`src/rtl/memory_mb_dp_pkg.sv`:
```
// Shared address-split and round-robin helpers for the banked multi-read memory.
// Latency: combinational helpers only.
// Backpressure: none; pure functions.
package memory_mb_pkg;

    localparam int MAX_PORTS = 32;

    typedef logic [MAX_PORTS-1:0] port_vec_t;

    function automatic int bank_of(input logic [31:0] addr, input int bank_bits);
        if (bank_bits == 0) begin
            return 0;
        end
        return int'(addr & ((32'd1 << bank_bits) - 32'd1));
    endfunction

    function automatic int row_of(input logic [31:0] addr, input int bank_bits);
        return int'(addr >> bank_bits);
    endfunction

    // One-hot pick of the first requester at or after ptr, wrapping over n ports.
    function automatic port_vec_t rr_pick(input port_vec_t req_vec, input int ptr, input int n);
        port_vec_t gnt;
        bit        found;
        int        idx;
        gnt   = '0;
        found = 1'b0;
        idx   = 0;
        for (int k = 0; k < MAX_PORTS; k++) begin
            if (k < n && !found) begin
                idx = (ptr + k) % n;
                if (req_vec[idx[4:0]]) begin
                    gnt[idx[4:0]] = 1'b1;
                    found         = 1'b1;
                end
            end
        end
        return gnt;
    endfunction

endpackage

```
`src/rtl/memory_mb_dp_if.sv`:
```
// Write port plus per-port read request/grant/data bundle for memory_mb_dp.
// Latency: wires only.
// Backpressure: reads hold rd_req/rd_addr until rd_gnt; writes are never stalled.
interface memory_mb_dp_if #(
    parameter int num_mem_entries = 64,
    parameter int data_bit_width  = 32,
    parameter int num_rd_ports    = 2
);
    localparam int addr_bit_width = $clog2(num_mem_entries);
    localparam int be_bit_width   = data_bit_width / 8;

    logic                                     wr_en;
    logic [addr_bit_width-1:0]                wr_addr;
    logic [data_bit_width-1:0]                wr_data;
    logic [be_bit_width-1:0]                  wr_be;
    logic [num_rd_ports-1:0]                  rd_req;
    logic [num_rd_ports*addr_bit_width-1:0]   rd_addr;
    logic [num_rd_ports-1:0]                  rd_gnt;
    logic [num_rd_ports-1:0]                  rd_valid;
    logic [num_rd_ports*data_bit_width-1:0]   rd_data;

    modport master (
        output wr_en, wr_addr, wr_data, wr_be, rd_req, rd_addr,
        input  rd_gnt, rd_valid, rd_data
    );

    modport slave (
        input  wr_en, wr_addr, wr_data, wr_be, rd_req, rd_addr,
        output rd_gnt, rd_valid, rd_data
    );
endinterface

```
`src/rtl/memory_mb_dp_rr_arbiter.sv`:
```
// Per-bank round-robin arbiter over the read ports targeting that bank.
// Latency: grant is combinational; pointer advances on the grant edge.
// Backpressure: losers are not granted and keep requesting; grants forced off in reset.
module rr_arbiter
    import memory_mb_pkg::*;
#(
    parameter int num_rd_ports = 2
) (
    input  logic                    clk,
    input  logic                    rst,
    input  logic [num_rd_ports-1:0] req,
    output logic [num_rd_ports-1:0] gnt
);
    localparam int PTR_W = (num_rd_ports > 1) ? $clog2(num_rd_ports) : 1;

    logic [PTR_W-1:0] rr_ptr_q, rr_ptr_d;
    port_vec_t        pick;
    logic             unused_pick;

    always_comb begin
        pick        = rr_pick(port_vec_t'(req), int'(rr_ptr_q), num_rd_ports);
        unused_pick = ^pick;
        gnt         = rst ? '0 : pick[num_rd_ports-1:0];
        rr_ptr_d    = rr_ptr_q;
        for (int p = 0; p < num_rd_ports; p++) begin
            if (gnt[p]) begin
                rr_ptr_d = PTR_W'((p + 1) % num_rd_ports);
            end
        end
    end

    always_ff @(posedge clk) begin
        if (rst) begin
            rr_ptr_q <= '0;
        end else begin
            rr_ptr_q <= rr_ptr_d;
        end
    end

endmodule

```
`src/rtl/memory_mb_dp.sv`:
```
// Low-order-interleaved banked memory, one byte-enabled write port, N arbitrated read ports.
// Latency: rd_valid/rd_data one cycle after rd_gnt; reads are read-first against a same-edge write.
// Backpressure: per-bank round-robin grant; an ungranted port holds its request.
module memory_mb_dp
    import memory_mb_pkg::*;
#(
    parameter int num_mem_entries = 64,
    parameter int data_bit_width  = 32,
    parameter int num_banks       = 4,
    parameter int num_rd_ports    = 2
) (
    input  logic           clk,
    input  logic           rst,
    memory_mb_dp_if.slave  bus
);
    localparam int addr_bit_width = $clog2(num_mem_entries);
    localparam int bank_bit_width = $clog2(num_banks);
    localparam int be_bit_width   = data_bit_width / 8;
    localparam int DEPTH          = num_mem_entries / num_banks;
    localparam int ROW_W          = (addr_bit_width - bank_bit_width > 0) ? (addr_bit_width - bank_bit_width) : 1;
    localparam int SEL_W          = (bank_bit_width > 0) ? bank_bit_width : 1;

    logic [SEL_W-1:0]          port_bank  [num_rd_ports];
    logic [ROW_W-1:0]          port_row   [num_rd_ports];
    logic [num_rd_ports-1:0]   bank_req   [num_banks];
    logic [num_rd_ports-1:0]   bank_gnt   [num_banks];
    logic [ROW_W-1:0]          bank_row   [num_banks];
    logic                      bank_hit   [num_banks];
    logic [data_bit_width-1:0] bank_rd_d  [num_banks];
    logic [data_bit_width-1:0] bank_rd_q  [num_banks];

    logic [num_rd_ports-1:0]   rd_gnt;
    logic [num_rd_ports-1:0]   rd_valid_q, rd_valid_d;
    logic [SEL_W-1:0]          sel_q      [num_rd_ports];
    logic [SEL_W-1:0]          sel_d      [num_rd_ports];
    logic [data_bit_width-1:0] hold_q     [num_rd_ports];
    logic [data_bit_width-1:0] hold_d     [num_rd_ports];
    logic [num_rd_ports*data_bit_width-1:0] rd_data_flat;

    logic [SEL_W-1:0]          wr_bank;
    logic [ROW_W-1:0]          wr_row;

    assign wr_bank = SEL_W'(bank_of(32'(bus.wr_addr), bank_bit_width));
    assign wr_row  = ROW_W'(row_of(32'(bus.wr_addr), bank_bit_width));

    always_comb begin
        for (int p = 0; p < num_rd_ports; p++) begin
            port_bank[p] = SEL_W'(bank_of(32'(bus.rd_addr[p*addr_bit_width +: addr_bit_width]), bank_bit_width));
            port_row[p]  = ROW_W'(row_of(32'(bus.rd_addr[p*addr_bit_width +: addr_bit_width]), bank_bit_width));
        end
        for (int b = 0; b < num_banks; b++) begin
            bank_req[b] = '0;
            for (int p = 0; p < num_rd_ports; p++) begin
                bank_req[b][p] = bus.rd_req[p] && (int'(port_bank[p]) == b);
            end
        end
    end

    for (genvar b = 0; b < num_banks; b++) begin : g_bank
        logic [data_bit_width-1:0] mem_q [0:DEPTH-1];

        rr_arbiter #(.num_rd_ports(num_rd_ports)) u_arb (
            .clk (clk),
            .rst (rst),
            .req (bank_req[b]),
            .gnt (bank_gnt[b])
        );

        always_ff @(posedge clk) begin
            if (!rst && bus.wr_en && (int'(wr_bank) == b)) begin
                for (int i = 0; i < be_bit_width; i++) begin
                    if (bus.wr_be[i]) begin
                        mem_q[wr_row][8*i +: 8] <= bus.wr_data[8*i +: 8];
                    end
                end
            end
        end

        // Bank read register only loads on a grant, so it sees pre-write contents.
        assign bank_rd_d[b] = bank_hit[b] ? mem_q[bank_row[b]] : bank_rd_q[b];
    end

    always_comb begin
        rd_gnt = '0;
        for (int b = 0; b < num_banks; b++) begin
            bank_hit[b] = |bank_gnt[b];
            bank_row[b] = '0;
            for (int p = 0; p < num_rd_ports; p++) begin
                if (bank_gnt[b][p]) begin
                    bank_row[b] = port_row[p];
                end
                rd_gnt[p] = rd_gnt[p] | bank_gnt[b][p];
            end
        end
    end

    // Bank registers are shared across ports, so each port keeps its own copy for the hold.
    always_comb begin
        rd_valid_d   = rd_gnt;
        rd_data_flat = '0;
        for (int p = 0; p < num_rd_ports; p++) begin
            sel_d[p]  = rd_gnt[p] ? port_bank[p] : sel_q[p];
            hold_d[p] = rd_valid_q[p] ? bank_rd_q[sel_q[p]] : hold_q[p];
            rd_data_flat[p*data_bit_width +: data_bit_width] = hold_d[p];
        end
    end

    always_ff @(posedge clk) begin
        if (rst) begin
            rd_valid_q <= '0;
            for (int p = 0; p < num_rd_ports; p++) begin
                sel_q[p]  <= '0;
                hold_q[p] <= '0;
            end
            for (int b = 0; b < num_banks; b++) begin
                bank_rd_q[b] <= '0;
            end
        end else begin
            rd_valid_q <= rd_valid_d;
            for (int p = 0; p < num_rd_ports; p++) begin
                sel_q[p]  <= sel_d[p];
                hold_q[p] <= hold_d[p];
            end
            for (int b = 0; b < num_banks; b++) begin
                bank_rd_q[b] <= bank_rd_d[b];
            end
        end
    end

    assign bus.rd_gnt   = rd_gnt;
    assign bus.rd_valid = rd_valid_q;
    assign bus.rd_data  = rd_data_flat;

endmodule

```
`src/flat_wrapper.sv`:
```
// flat-port wrapper written by rule: the top's interface ports become plain ports
module memory_mb_dp_flat import memory_mb_pkg::*;
#(
    parameter int num_mem_entries = 64,
    parameter int data_bit_width  = 32,
    parameter int num_banks       = 4,
    parameter int num_rd_ports    = 2
)
  (clk, rst, bus_wr_en, bus_wr_addr, bus_wr_data, bus_wr_be, bus_rd_req, bus_rd_addr, bus_rd_gnt, bus_rd_valid, bus_rd_data);
  memory_mb_dp_if #(.num_mem_entries(num_mem_entries), .data_bit_width(data_bit_width), .num_rd_ports(num_rd_ports)) bus_i ();
  input  logic clk;
  input  logic rst;
  input wire logic [$bits(bus_i.wr_en)-1:0] bus_wr_en;
  input wire logic [$bits(bus_i.wr_addr)-1:0] bus_wr_addr;
  input wire logic [$bits(bus_i.wr_data)-1:0] bus_wr_data;
  input wire logic [$bits(bus_i.wr_be)-1:0] bus_wr_be;
  input wire logic [$bits(bus_i.rd_req)-1:0] bus_rd_req;
  input wire logic [$bits(bus_i.rd_addr)-1:0] bus_rd_addr;
  output wire logic [$bits(bus_i.rd_gnt)-1:0] bus_rd_gnt;
  output wire logic [$bits(bus_i.rd_valid)-1:0] bus_rd_valid;
  output wire logic [$bits(bus_i.rd_data)-1:0] bus_rd_data;
  assign bus_i.wr_en = bus_wr_en;
  assign bus_i.wr_addr = bus_wr_addr;
  assign bus_i.wr_data = bus_wr_data;
  assign bus_i.wr_be = bus_wr_be;
  assign bus_i.rd_req = bus_rd_req;
  assign bus_i.rd_addr = bus_rd_addr;
  assign bus_rd_gnt = bus_i.rd_gnt;
  assign bus_rd_valid = bus_i.rd_valid;
  assign bus_rd_data = bus_i.rd_data;
  memory_mb_dp #(.num_mem_entries(num_mem_entries), .data_bit_width(data_bit_width), .num_banks(num_banks), .num_rd_ports(num_rd_ports)) u_core (.clk(clk), .rst(rst), .bus(bus_i));
endmodule
```
`config.mk`:
```
export PLATFORM = sky130hd
export DESIGN_NAME = memory_mb_dp_flat
export DESIGN_NICKNAME = d
export VERILOG_FILES = /design/src/rtl/memory_mb_dp_pkg.sv /design/src/rtl/memory_mb_dp_if.sv /design/src/rtl/memory_mb_dp_rr_arbiter.sv /design/src/rtl/memory_mb_dp.sv /design/src/flat_wrapper.sv
export SDC_FILE = /design/constraint.sdc
export NUM_CORES = 2
export LEC_CHECK = 0
export BUFFER_PORTS_ARGS = -buffer_cell sky130_fd_sc_hd__buf_2
export CORE_MARGIN = 2
export CORE_UTILIZATION = 50
export DETAILED_ROUTE_END_ITERATION = 6
export PLACE_DENSITY = 0.66
export SLEW_MARGIN = 20
export SYNTH_ARGS = -nofsm -noshare
export SYNTH_HDL_FRONTEND = slang
export SYNTH_SLANG_ARGS = --single-unit
```
`constraint.sdc`:
```
create_clock -name clk -period 2.85 [get_ports clk]
set_input_delay 0.4275 -clock clk [delete_from_list [all_inputs] [get_ports clk]]
set_output_delay 0.4275 -clock clk [all_outputs]
set_load 0.01 [all_outputs]
```
==> results by group <==
Run status
  – Status: finished with violations
  – Failing checks: design-rule violations, negative setup slack

GRT
  – Vias in the first global route: 56500
  – Initial antenna violation count: 26
  – GRT Util Overall: 0.295
  – Grt ovf: 0
  – First-pass GRT wire length: 393000 um
  – Pin count of the biggest net entering global routing: 65

Yosys
  – Post-synth top area cell: edfxtp_1
  – Synth Area in Compound Gates: 0.100
  – Synth Register Bits: 2250
  – Synthesized area: between 80000 and 90000 um2
  – Synth Instances: 6180
  – Ys async rst share: 0
  – Post-synth net total: around 6200
  – Simple logic cell fraction of the synthesized area: 0.108
  – Syn. warnings: 0
  – Largest cells by area after synthesis: edfxtp_1 73%, nand2_1 3.4%, a211oi_1 3.1%
  – Xor/xnor share of the synthesized area: 0
  – Synth top cells by count: 2176 x edfxtp_1, 817 x nand2_1, 379 x and3_1
  – Area share of the largest cell type after synthesis: 0.727
  – Post-synthesis mux area share: 0.0258
  – Distinct cell type count after synthesis: just under 60
  – Seq/Total Area, Yosys: 0.744
  – Post-Synth Adder-Cell Area: 0
  – Largest family of logic cells by synthesized area: simple AND/OR/NAND/NOR gates
  – Syn_area_per_cell: 14.5 um2
  – Post-synth top flop: edfxtp_1
  – Post-synth EDFFs: 2176
  – Most instantiated library cell after synthesis: edfxtp_1

Final layout
  – Final core utilization: 0.600
  – Number of fill cells in the layout: 13200
  – Area grow syn2layout: 19.2%
  – Final net count: 6886
  – Layout cells sized above 1: 0.216

Worst setup path
  – Crit path kind: reg2out
  – Max incr delay on CP: 0.66 ns
  – Worst R2R Path Depth: 10
  – Critical-path maximum fanout: 6
  – Reg2reg start: u_core.g_bank[0].u_arb.rr_ptr_q$_SDFFE_PP0N_
  – CP max-delay cell: mux4_2
  – Worst reg2reg setup slack: about 0.1 ns
  – Worst Path Arrival: 2.69 ns
  – Worst EP required: 2.42 ns
  – Worst Setup End Kind: primary output
  – Sequence of cells on the critical path: buf_12 -> mux4_2 -> mux2_4 -> buf_6
  – Critical R2R Capture: u_core.bank_rd_q[0][14]$_SDFFCE_PN0P_
  – Worst setup SP type: flip-flop

Clock network
  – CTS root buffer: clkbuf_16
  – CTS HTree Levels: 4
  – Clock buffer depth: 3
  – CTS tree: done
  – Clock Sinks: around 2300
  – Worst-path clk slew: 0.06 ns
  – Worst-Skew Late Latency: a little under 0.9 ns
  – TritonCTS Buffers: 219

Die
  – Die Area: 183000 um2
  – IO Count: ~130
  – Chip Width: 428 um
  – Die Height: 428 um
  – Initial Utilization: 0.503
  – Core region area: approximately 180000 um2
  – Row count: 155

Power and ir drop
  – Total Power: about 69000 uW
  – Maximum vdd drop: 0.681 mV
  – Pwr Density: approximately 650 nW/um2
  – Leak pwr: 0.0375 uW

Place
  – Detailed placer's ending HPWL: roughly 180000 um
  – GPL Wtd Cong: 0.926
  – Port bufs: ~130

Drt
  – Total Routed Length: 276000 um
  – Drt drc: 9
  – 1st-iter DRT viols: ~9000
  – First-pass DRT Iterations: 7
  – Post-route ant nets: 0
  – Vias per inst: around 6.3
  – DR vias: 59600
  – Routed WL per cell: slightly below 30 um

Timing
  – Final setup viols: 64
  – Fin crit period: around 3.1 ns
  – Relative slew margins: 0.327
  – Final worst-path cycle share: 1.09
  – Final Slew Violations: 0
  – Final hold vios: 0
  – RSZ-0062 raised after global routing: yes
  – Clk_skew: 0.0623 ns
  – Slew of the pin with the lowest slew margin: roughly 1 ns
  – Worst path setup slack after routing: -0.268 ns
  – F_max: 321 MHz

Run
  – MaxCap Viol Count: 0

Hold path
  – Worst Hold End: u_core.g_bank[2].mem_q[15][24]$_DFFE_PP_
  – HP Start: bus_wr_data[24]
  – Hold Path Stages: 2
  – Hold crit path type: in2reg
flip-flops by register name (all words and copies together), names as in the netlist:
register / count
u_core.hold_q: 64
u_core.g_bank.mem_q: 2048
u_core.g_bank.u_arb.rr_ptr_q: 4
u_core.sel_q: 4
u_core.bank_rd_q: 128
u_core.bus.rd_valid: 2
placed cells by master (no fill, tap or decap), types with 8 or more instances in the layout:
cell type | synthesis | layout
a211oi_1 | 375 | 375
a21oi_1 | 263 | 262
a221oi_1 | 18 | 18
a22o_1 | 18 | 11
a22o_2 | 1 | 8
a22oi_1 | 111 | 107
a22oi_2 | 5 | 9
a31o_1 | 157 | 157
a31o_2 | 65 | 65
a31oi_1 | 122 | 122
a32oi_1 | 15 | 15
a41o_1 | 15 | 15
and3_1 | 379 | 379
buf_12 | 0 | 128
buf_2 | 157 | 70
buf_4 | 10 | 645
buf_6 | 1 | 55
bufinv_16 | 0 | 21
clkbuf_1 | 290 | 45
clkbuf_16 | 0 | 219
clkinv_1 | 0 | 46
clkinv_2 | 0 | 50
dfxtp_1 | 74 | 65
diode_2 | 0 | 10
edfxtp_1 | 2176 | 2176
mux2_2 | 64 | 11
mux2_4 | 0 | 53
mux2i_1 | 16 | 16
mux4_2 | 64 | 64
nand2_1 | 817 | 806
nand2_2 | 2 | 9
nand3_1 | 266 | 255
nand3_4 | 0 | 8
nor2_1 | 280 | 274
nor2_4 | 2 | 9
nor2b_1 | 71 | 71
nor3_1 | 11 | 8
nor4_1 | 125 | 122
o21ai_0 | 118 | 118
routing by layer:
metal  part of all wire  global-route usage  up-vias
met2               0.45               0.450     3767
met4              0.064               0.167       10
met5            0.00024                   0        -
met1               0.38               0.399    29700
met3               0.10              0.0553      702
li1                   -                   -    25400
through the flow:
stage | area, um2 | setup WS, ns | hold slack [ns] | instances | setup TNS (ns)
3_5_place_dp | 99000 | -0.219 | 0.561 | 8940 | -5.06
4_1_cts | 107000 | -0.267 | 0.0193 | 9371 | -13.43
3_3_place_gp | 99000 | -0.160 | 0.561 | 8940 | -1.63
5_1_grt | 107000 | -0.274 | 0.0366 | 9376 | -11.54
2_1_floorplan | 89900 | 0.240 | 0.500 | 6180 | 0
6_report | 107000 | -0.268 | 0.0389 | 9382 | -8.96
worst max-delay path by stage:
stage,start,end
after CTS,u_core.sel_q[0][2]$_SDFFE_PP0P_,bus_rd_data[45]
after detailed placement,bus_rd_req[1],u_core.bank_rd_q[0][31]$_SDFFCE_PN0P_
final,u_core.sel_q[0][2]$_SDFFE_PP0P_,bus_rd_data[45]
after floorplan,rst,u_core.bank_rd_q[1][0]$_SDFFCE_PN0P_
after global routing,u_core.sel_q[0][2]$_SDFFE_PP0P_,bus_rd_data[45]
after global placement,bus_rd_req[1],u_core.bank_rd_q[3][2]$_SDFFCE_PN0P_
where the power goes:
group	leakage [uW]	switching, uW	internal, uW
clock	0.00352	12700	16300
combinational	0.0136	2360	1270
sequential	0.0204	284	36500
total	0.0375	15300	54100
layout make-up:
type,instances,area [um2],share of cell area
antenna,10,25.0,0.000234
clock buffer,271,5750,0.0536
clock inverter,140,1470,0.0137
multi-input combinational,3450,21600,0.202
sequential,2250,66800,0.624
tap,2355,2950,0.0275
timing repair buffer,906,8490,0.0793
kinds of logic (layout without fill, tap and decap cells):
kind of cell | count (synthesis) | count (layout)
simple gates | 2013 | 2013
mux | 144 | 144
flops | 2250 | 2250
buf+inv | 480 | 1317
other cells | 0 | 10
compound gates | 1293 | 1293
critical path: cells and delay by family (launching register included):
family | cells | cell delay [ns]
flip-flops | 1 | 0.47
multiplexers | 2 | 0.99
buffers and inverters | 2 | 0.32
what timing repair did:
| action | in CTS | in global routing |
|---|---|---|
| gates resized for setup | 115 | 41 |
| setup buffers | 9 | 8 |
| pin swaps | 2 | 6 |
| endpoints found under the hold margin | 46 | 0 |
| gates cloned | 6 | 0 |
| hold buffers | 5 | 0 |
| endpoints found under the setup margin | 66 | 67 |
No activity file was read; power rests on OpenSTA's default activity.
